File: src/rtl/display_stream_router.sv
// display_stream_router: parses header-tagged packets (IMAGE/BBOX/LOGO) into a
// type-tagged first-word-fall-through output FIFO. Payload beats past the
// expected length are dropped, and malformed packets raise error pulses.
// Optional statistics counters are built only when DISPLAY_ROUTER_STATS_EN
// is defined; otherwise pkt_count/err_count are tied to zero.
`timescale 1ns/1ps
module display_stream_router #(
  parameter int DATA_W       = 64,
  parameter int PIX_PER_CLK  = 2,
  parameter int FRAME_WIDTH  = 540,
  parameter int FRAME_HEIGHT = 540,
  parameter int LOGO_WIDTH   = 540,
  parameter int LOGO_HEIGHT  = 100,
  parameter int MAX_BBOX     = 16,
  parameter int FIFO_DEPTH   = 16,
  parameter int AFULL_LEVEL  = 10
) (
  input  logic              clk,
  input  logic              rst,
  input  logic              in_valid,
  input  logic              in_last,
  input  logic [DATA_W-1:0] in_data,
  output logic              in_ready,
  output logic              out_valid,
  input  logic              out_ready,
  output logic [DATA_W-1:0] out_data,
  output logic [2:0]        out_type,
  output logic              out_last,
  output logic              err_short,
  output logic              err_type,
  output logic              err_long,
  output logic [15:0]       pkt_count,
  output logic [15:0]       err_count
);

  localparam int N_IMG  = FRAME_WIDTH * FRAME_HEIGHT / PIX_PER_CLK;
  localparam int N_BBOX = MAX_BBOX;
  localparam int N_LOGO = LOGO_WIDTH * LOGO_HEIGHT / PIX_PER_CLK;
  localparam int N_MAX  = (N_IMG > N_BBOX) ? ((N_IMG > N_LOGO) ? N_IMG : N_LOGO)
                                           : ((N_BBOX > N_LOGO) ? N_BBOX : N_LOGO);
  localparam int CNT_W  = (N_MAX > 1) ? $clog2(N_MAX) : 1;
  localparam int AW     = $clog2(FIFO_DEPTH);
  localparam int EW     = DATA_W + 4;

  localparam logic [CNT_W-1:0] IMG_END  = CNT_W'(N_IMG - 1);
  localparam logic [CNT_W-1:0] BBOX_END = CNT_W'(N_BBOX - 1);
  localparam logic [CNT_W-1:0] LOGO_END = CNT_W'(N_LOGO - 1);
  localparam logic [AW:0]      AFULL_C  = (AW + 1)'(AFULL_LEVEL);

  // State codes for the payload states double as the header codes and the
  // output type tag.
  localparam logic [2:0] S_IDLE  = 3'd0;
  localparam logic [2:0] S_IMAGE = 3'd1;
  localparam logic [2:0] S_BBOX  = 3'd2;
  localparam logic [2:0] S_LOGO  = 3'd3;
  localparam logic [2:0] S_SKIP  = 3'd4;

  logic [2:0]       r_state, w_state_nxt;
  logic [CNT_W-1:0] r_cnt, w_cnt_nxt, w_cnt_end;
  logic             r_long_pend, w_long_pend_nxt;
  logic             r_in_ready;
  logic             w_accept, w_push, w_pop, w_last_flag;
  logic             w_err_short, w_err_type, w_err_long;
  logic             r_err_short, r_err_type, r_err_long;

  logic [EW-1:0]    r_mem [FIFO_DEPTH];
  logic [AW-1:0]    r_wr_ptr, r_rd_ptr;
  logic [AW:0]      r_count, w_count_nxt;
  logic [EW-1:0]    w_head;

  assign w_accept = in_valid & r_in_ready;
  assign in_ready = r_in_ready;

  // Packet parser: next state, beat counter, push decision and error causes.
  always_comb begin
    w_state_nxt     = r_state;
    w_cnt_nxt       = r_cnt;
    w_long_pend_nxt = r_long_pend;
    w_push          = 1'b0;
    w_err_short     = 1'b0;
    w_err_type      = 1'b0;
    w_err_long      = 1'b0;
    case (r_state)
      S_IMAGE: w_cnt_end = IMG_END;
      S_BBOX:  w_cnt_end = BBOX_END;
      S_LOGO:  w_cnt_end = LOGO_END;
      default: w_cnt_end = '0;
    endcase
    w_last_flag = (r_cnt == w_cnt_end) | in_last;
    if (w_accept) begin
      case (r_state)
        S_IDLE: begin
          w_cnt_nxt       = '0;
          w_long_pend_nxt = 1'b0;
          if (in_data[2:0] == S_IMAGE || in_data[2:0] == S_BBOX || in_data[2:0] == S_LOGO) begin
            if (in_last) w_err_short = 1'b1;
            else         w_state_nxt = in_data[2:0];
          end else begin
            w_err_type = 1'b1;
            if (!in_last) w_state_nxt = S_SKIP;
          end
        end
        S_IMAGE, S_BBOX, S_LOGO: begin
          w_push = 1'b1;
          if (r_cnt == w_cnt_end) begin
            if (in_last) begin
              w_state_nxt = S_IDLE;
            end else begin
              // Payload complete but the packet keeps going: drop the rest.
              w_state_nxt     = S_SKIP;
              w_long_pend_nxt = 1'b1;
            end
          end else if (in_last) begin
            w_state_nxt = S_IDLE;
            w_err_short = 1'b1;
          end else begin
            w_cnt_nxt = r_cnt + 1'b1;
          end
        end
        default: begin
          if (in_last) begin
            w_state_nxt     = S_IDLE;
            w_err_long      = r_long_pend;
            w_long_pend_nxt = 1'b0;
          end
        end
      endcase
    end
  end

  // FIFO occupancy after this cycle's push/pop.
  always_comb begin
    case ({w_push, w_pop})
      2'b10:   w_count_nxt = r_count + 1'b1;
      2'b01:   w_count_nxt = r_count - 1'b1;
      default: w_count_nxt = r_count;
    endcase
  end

  // Control registers: FSM, counter, FIFO pointers, ready and error pulses.
  always_ff @(posedge clk or posedge rst) begin
    if (rst) begin
      r_state     <= S_IDLE;
      r_cnt       <= '0;
      r_long_pend <= 1'b0;
      r_wr_ptr    <= '0;
      r_rd_ptr    <= '0;
      r_count     <= '0;
      r_in_ready  <= 1'b0;
      r_err_short <= 1'b0;
      r_err_type  <= 1'b0;
      r_err_long  <= 1'b0;
    end else begin
      r_state     <= w_state_nxt;
      r_cnt       <= w_cnt_nxt;
      r_long_pend <= w_long_pend_nxt;
      r_count     <= w_count_nxt;
      r_in_ready  <= (w_count_nxt < AFULL_C);
      r_err_short <= w_err_short;
      r_err_type  <= w_err_type;
      r_err_long  <= w_err_long;
      if (w_push) r_wr_ptr <= r_wr_ptr + 1'b1;
      if (w_pop)  r_rd_ptr <= r_rd_ptr + 1'b1;
    end
  end

  // FIFO storage: data only, no reset needed since empty entries are masked.
  always_ff @(posedge clk) begin
    if (w_push) r_mem[r_wr_ptr] <= {r_state, w_last_flag, in_data};
  end

  assign w_head    = r_mem[r_rd_ptr];
  assign out_valid = (r_count != '0);
  assign w_pop     = out_valid & out_ready;
  assign out_data  = out_valid ? w_head[DATA_W-1:0] : '0;
  assign out_last  = out_valid ? w_head[DATA_W] : 1'b0;
  assign out_type  = out_valid ? w_head[EW-1:EW-3] : 3'd0;
  assign err_short = r_err_short;
  assign err_type  = r_err_type;
  assign err_long  = r_err_long;

`ifdef DISPLAY_ROUTER_STATS_EN
  logic [15:0] r_pkt_count, r_err_count;

  // Saturating statistics: every accepted in_last ends a packet.
  always_ff @(posedge clk or posedge rst) begin
    if (rst) begin
      r_pkt_count <= '0;
      r_err_count <= '0;
    end else begin
      if (w_accept && in_last && r_pkt_count != 16'hFFFF)
        r_pkt_count <= r_pkt_count + 1'b1;
      if ((r_err_short | r_err_type | r_err_long) && r_err_count != 16'hFFFF)
        r_err_count <= r_err_count + 1'b1;
    end
  end

  assign pkt_count = r_pkt_count;
  assign err_count = r_err_count;
`else
  assign pkt_count = '0;
  assign err_count = '0;
`endif

endmodule
File: config.mk
export PLATFORM = sky130hd
export DESIGN_NAME = display_stream_router
export DESIGN_NICKNAME = d
export VERILOG_FILES = /design/src/rtl/display_stream_router.sv
export SDC_FILE = /design/constraint.sdc
export NUM_CORES = 1
export LEC_CHECK = 0
export CAP_MARGIN = 20
export CORE_MARGIN = 5
export CORE_UTILIZATION = 35
export DETAILED_ROUTE_END_ITERATION = 8
export GPL_ROUTABILITY_DRIVEN = 0
export PLACE_DENSITY = 0.61
export SKIP_LAST_GASP = 1
export SLEW_MARGIN = 20
export SYNTH_ARGS = -nofsm -noshare
export SYNTH_HDL_FRONTEND = slang
export SYNTH_SLANG_ARGS = --single-unit
File: constraint.sdc
create_clock -name clk -period 16 [get_ports clk]
set_input_delay 4.8 -clock clk [delete_from_list [all_inputs] [get_ports clk]]
set_output_delay 4.8 -clock clk [all_outputs]
set_load 0.005 [all_outputs]
---- After elaboration in Yosys (flattened, before gate mapping) ----
Memory sizes are Yosys's and may differ from the RTL's.
Cells that the tools add are included.
operators by class
  $add $sub $neg .......................... 5
  $lt $le $gt $ge ......................... 1
  eq/ne operators ......................... 13
  mux-type cells .......................... 34
  bitwise gates (word level) .............. 3
  reduce and logical (&&, ||, !) cells .... 11
operator list
  kind                                                                   count
  64-bit two-way mux                                                     1
  18-bit one-hot mux with 3 select lines                                 1
  18-bit two-way mux                                                     2
  18-bit one-hot mux with 2 select lines                                 1
  3-bit two-way mux                                                      7
  18-bit by 1-bit adder with 18-bit output (second input constant)       1
  18-bit == test                                                         1
  1-bit two-way mux                                                      18
  3-bit by 2-bit == test with 1-bit output (second input constant)       4
  5-bit one-hot mux with 2 select lines                                  1
  4-bit by 1-bit adder with 4-bit output (second input constant)         2
  2-bit != test (second input constant)                                  4
  4-bit AND reduction                                                    2
  3-bit by 1-bit == test with 1-bit output (second input constant)       2
  3-bit one-hot mux with 2 select lines                                  1
  5-bit by 1-bit adder with 5-bit output (second input constant)         1
  5-bit by 4-bit < comparator with 1-bit output (second input constant)  1
  5-bit nonzero test                                                     1
  5-bit by 1-bit subtractor with 5-bit output (second input constant)    1
  1-bit one-hot mux with 2 select lines                                  2
  4-bit OR reduction                                                     1
  3-bit zero test                                                        1
  3-bit nonzero test                                                     1
  3-bit OR reduction                                                     1
  other kinds (7)                                                        9
word-level totals
  flip-flop bits (word level) ............. 39
  memory bits (writable) .................. 1088
  input port bits ......................... 69
  output and inout port bits .............. 105
  logic and storage cells ................. 78
  memories kept ........................... 1
memories
  memory  words  width  read ports  clocked after memory_dff  write ports  line  RTL
  r_mem   16     68     1           0                         1            66    logic [EW-1:0] r_mem [FIFO_DEPTH];

---- Longest topological paths before layout ----
  depth after elaboration ................. 7
  gate-level depth with buffers ........... 15

---- Worst setup path after synthesis ----
No wires, ideal clock.
  path kind ............................... input to register
  from .................................... input in_valid
  to ...................................... memory r_mem[3][0] in the netlist's numbering, enable pin
  setup time .............................. 0.577 ns
  data arrival time ....................... 9.928 ns
  required time ........................... 15.423 ns
  path slack .............................. 5.495 ns
  stages on the path ...................... 4
  path buffers ............................ 0
  path through ............................ nand3_1 > nor2_4 > nand2_1 > nor3_1
on the way
  cells in the longest elaborated chain, start to end .. 4
ends and longest elaborated chain
  what                                     line  RTL
  from (decl)                              20    input logic in_valid,
  1-bit bitwise AND                        71    assign w_accept = in_valid & r_in_ready;
  1-bit two-way mux                        90    if (w_accept) begin
  1-bit two-way mux                        169   if (w_push) r_mem[r_wr_ptr] <= {r_state, w_last_flag, in_data};
  1-bit two-way mux (not written as such)  169
  to (decl)                                66
No other way between the ends.

---- Worst setup path after layout ----
  from .................................... register r_rd_ptr[0]
  to ...................................... output out_last
on the way
  cells in the longest elaborated chain, start to end .. 2
ends and longest elaborated chain
  what                    line  RTL
  from (decl)             67    logic [AW-1:0] r_wr_ptr, r_rd_ptr;
  from (signal assigned)  163   if (w_pop) r_rd_ptr <= r_rd_ptr + 1'b1;
  memory 16 x 68 bit      --
  1-bit two-way mux       176   assign out_last = out_valid ? w_head[DATA_W] : 1'b0;
  to (decl)               28    output logic out_last,
No other way between the ends.

==> summary.txt <==
Floorplanning
  – Core ar.: 124000 sq um
  – Initial core utilization: 35.3%
  – Die Span Y: 364 microns
  – Die X: between 300 and 400 microns
  – Die area: between 100000 and 150000 sq um
  – I/O pin cnt: 174
  – Row cnt: around 130

Clock tree
  – PostCTS Resize Cnt: 0
  – # clock sinks: around 1100
  – CTS tree: built
  – Hold buffer count at cts: 0
  – H-Tree Level Count: 3
  – Clock latency on the worst-skew pair: slightly above 0.7 ns
  – CTS root buffer: clkbuf_16
  – Setup bufs post-CTS: 0
  – CTS Buf Count: roughly 120
  – Clock Pin Slew Worst Setup and Hold Paths: around 0.060 ns
  – Maximum clock path buffer count: 3

Place
  – Hpwl dp: 51.5 mm
  – # port buffers: 141

Route
  – Final WL: slightly above 100 mm
  – DR vias/cell: approximately 5.2
  – Wire length per cell: around 27 microns
  – First-pass DRT Iterations: 5
  – Vias: 19821
  – Post-route DRC: 0
  – Violation count after the first detailed-routing iteration: between 1500 and 2000
  – Final ANT Viol Nets: 0

Synth
  – Syn_area_per_cell: 23.3 sq um
  – Seq/Total Area, Yosys: 76.9%
  – Synth top area share: 74.6%
  – Area of the mapped netlist: 43800 sq um
  – Yosys warning total: 0
  – Post-synth EDFFs: ~1100
  – Mapped Cells: around 1900
  – Synth area leader: edfxtp_1
  – Largest cells by area after synthesis: edfxtp_1 (75%), mux4_2 (17%), dfrtp_1 (2.2%)
  – Async SR Flop Fraction: under 10%
  – Yosys cell types: 58
  – Prevailing post-synth register cell: edfxtp_1
  – Yosys reg bits: approximately 1100

Timing
  – Skew final: 0.0420 ns
  – RSZ-0062 raised after global routing: no
  – Final setup viols: 0
  – Final hold slack: 0.522 ns
  – Hold Vio Cnt, Final: 0
  – Minimum clock period: 9.95 ns
  – Setup tns final: 0 ns
  – F_max: 100 MHz
  – Worst slew pin tran: ~1.1 ns
  – Max_slew headroom: approximately a quarter
  – Period utilization: around 62%
  – Slew Viols, Final: 0

Cells and area
  – Area growth, synth to finish: 16.1%
  – Final core occ: just over 40%
  – Post-layout nets: between 2000 and 2500
  – Layout cell share with drive strength beyond 1: a little over a quarter

Critical path
  – Slowest Stage Delay on Critical Path: 0.97 ns
  – Crit-path cells: buf_12, buf_4, mux4_2, mux4_2, and2_1, clkdlybuf4s50_1
  – Worst Setup Path Type: flop to primary output
  – Critical path's slowest cell: dfrtp_4
  – Critical Path Start: r_rd_ptr[0]
  – Max FO, Critical Path: between 100 and 150
  – Startpoint Class: flop
  – Buf+Inv Stages, Crit Path: 3
  – Critical Path RT: about 11 ns
  – R2r startpoint: r_state[2]
  – Arrival time at the worst endpoint: 5.15 ns
  – CP most frequent cell: mux4_2
  – Kind of cell adding the most delay to the critical path: buffers and inverters
  – Worst Setup End Kind: primary output

Global routing
  – Busiest layer in global routing: met2
  – Pin count of the biggest net entering global routing: about 110
  – GRT met3 Usage: 3.39%
  – Initial antenna violation count: 9
  – GRT overflow: 0
  – Vias in the first global route: between 20000 and 25000
  – Aggregate global-route resource usage: about 15%
  – Met2 Use GR: between 20% and 30%
  – First-pass GRT wire length: 148 mm
  – Met1 usage in global routing: roughly a fifth

Pwr
  – Power per cell area: roughly 160 nW/um^2
  – Max VDD drop: 0.137 mV
  – Static Leak: between 15 and 20 nW

Outcome
  – Status: finished clean

Flow run
  – Max-cap violation count: 0

Worst hold path
  – Hold Crit Class: flop to flop
  – Hold_sp: r_count[4]
-- worst reg2reg max path: stages (launching register included) --
cell     delay (ns)
dfrtp_1        0.69
inv_1          0.28
nand3_1        0.22
nor2_4         0.28
nand2_1        0.28
nor2_4         0.60
buf_4          0.52
buf_4          0.78
-- metrics by stage --
stage	area, sq um	power, mW	worst slack (ns)	instances
floorplan	43900	4.99	5.49	1906
detailed placement	47200	5.90	6.64	3601
global route	50800	8.75	5.57	3815
finish	50800	8.34	6.05	3819
CTS	50800	8.49	5.82	3814
global placement	47100	5.87	6.70	3600
-- layout by cell type (no fill, tap or decap), types with 6 or more instances in the layout --
cell type | Yosys | layout
o31ai_1 | 8 | 8
ha_1 | 9 | 9
clkbuf_1 | 54 | 17
clkinv_2 | 0 | 27
nor2_1 | 27 | 15
conb_1 | 1 | 32
and2_1 | 72 | 72
xor2_1 | 8 | 8
o21ai_0 | 9 | 9
a21oi_1 | 14 | 14
nor2_4 | 1 | 13
bufinv_16 | 0 | 8
clkinvlp_4 | 0 | 6
mux4_2 | 340 | 340
clkbuf_16 | 0 | 116
nand3_1 | 11 | 11
nand2_1 | 28 | 28
xnor2_1 | 9 | 9
nor3_1 | 10 | 6
inv_1 | 6 | 6
buf_4 | 38 | 43
dfrtp_1 | 39 | 35
clkdlybuf4s50_1 | 0 | 141
clkinv_1 | 0 | 28
edfxtp_1 | 1088 | 1088
or4_1 | 7 | 7
-- power by group --
| part | internal [mW] | switching [mW] | leakage, nW |
|---|---|---|---|
| registers | 3.31 | 0.173 | 10.3 |
| clock network | 1.46 | 1.12 | 1.78 |
| logic | 1.33 | 0.960 | 3.70 |
| total | 6.10 | 2.25 | 15.8 |
-- area by class of cell --
type | count | area (sq um)
fill | 10704 | 73100
sequential | 1127 | 33700
multi-input combinational | 643 | 9640
clock buffer | 133 | 2970
tap | 1637 | 2050
timing repair buffer | 186 | 1780
clock inverter | 80 | 687
inverter | 8 | 30.0
antenna | 5 | 12.5
-- worst paths after layout --
path                       depth (start not counted)  slack [ns]           end
max in group asynchronous                          3       11.10   r_rd_ptr[2]
min reg2reg                                        1        0.52    r_count[4]
max reg2reg                                        7       11.89  r_mem[8][38]
min                                                1        0.52    r_count[4]
max                                                6        6.05      out_last
min in group asynchronous                          3        4.50      in_ready
-- registers in the layout (all words and copies together) (netlist names) --
name,count
r_long_pend,1
r_cnt,18
err_long,1
err_short,1
err_type,1
r_wr_ptr,4
r_rd_ptr,4
in_ready,1
r_mem,1088
r_state,3
r_count,5
-- synthesized netlist by cell type, types with 2 or more instances --
library cell and count:
edfxtp_1 1088, mux4_2 340, and2_1 72, clkbuf_1 54, dfrtp_1 39, buf_4 38, nand2_1 28, nor2_1 27
buf_2 25, a21oi_1 14, nand3_1 11, nor3_1 10, ha_1 9, o21ai_0 9, xnor2_1 9, o31ai_1 8
xor2_1 8, buf_1 7, or4_1 7, inv_1 6, mux2i_1 5, nand2b_1 5, buf_6 4, nand4_1 4
or3_1 4, and3_1 3, mux2_2 3, a21o_1 2, and4_1 2, inv_2 2, nand3b_1 2, nor2b_1 2
nor3b_1 2, or2_2 2
-- metal layers --
layer | up-vias | wire [microns] | share of wire, %
met4 | 6 | 1890 | 1.9
li1 | 8295 | - | -
met3 | 124 | 5820 | 5.7
met1 | 10845 | 43100 | 42
met5 | - | 43 | 0.042
met2 | 551 | 50800 | 50
-- cells by family after synthesis --
logic type	count (synthesis)	share of synthesized area, %
flops	1127	76.9
mux	348	17.7
simple gates	191	2.47
buf+inv	136	1.63
compound gates	46	0.732
xor+xnor	17	0.340
fa+ha+maj	9	0.257
other cells	1	0.00857
(Power assumes the default switching activity.)
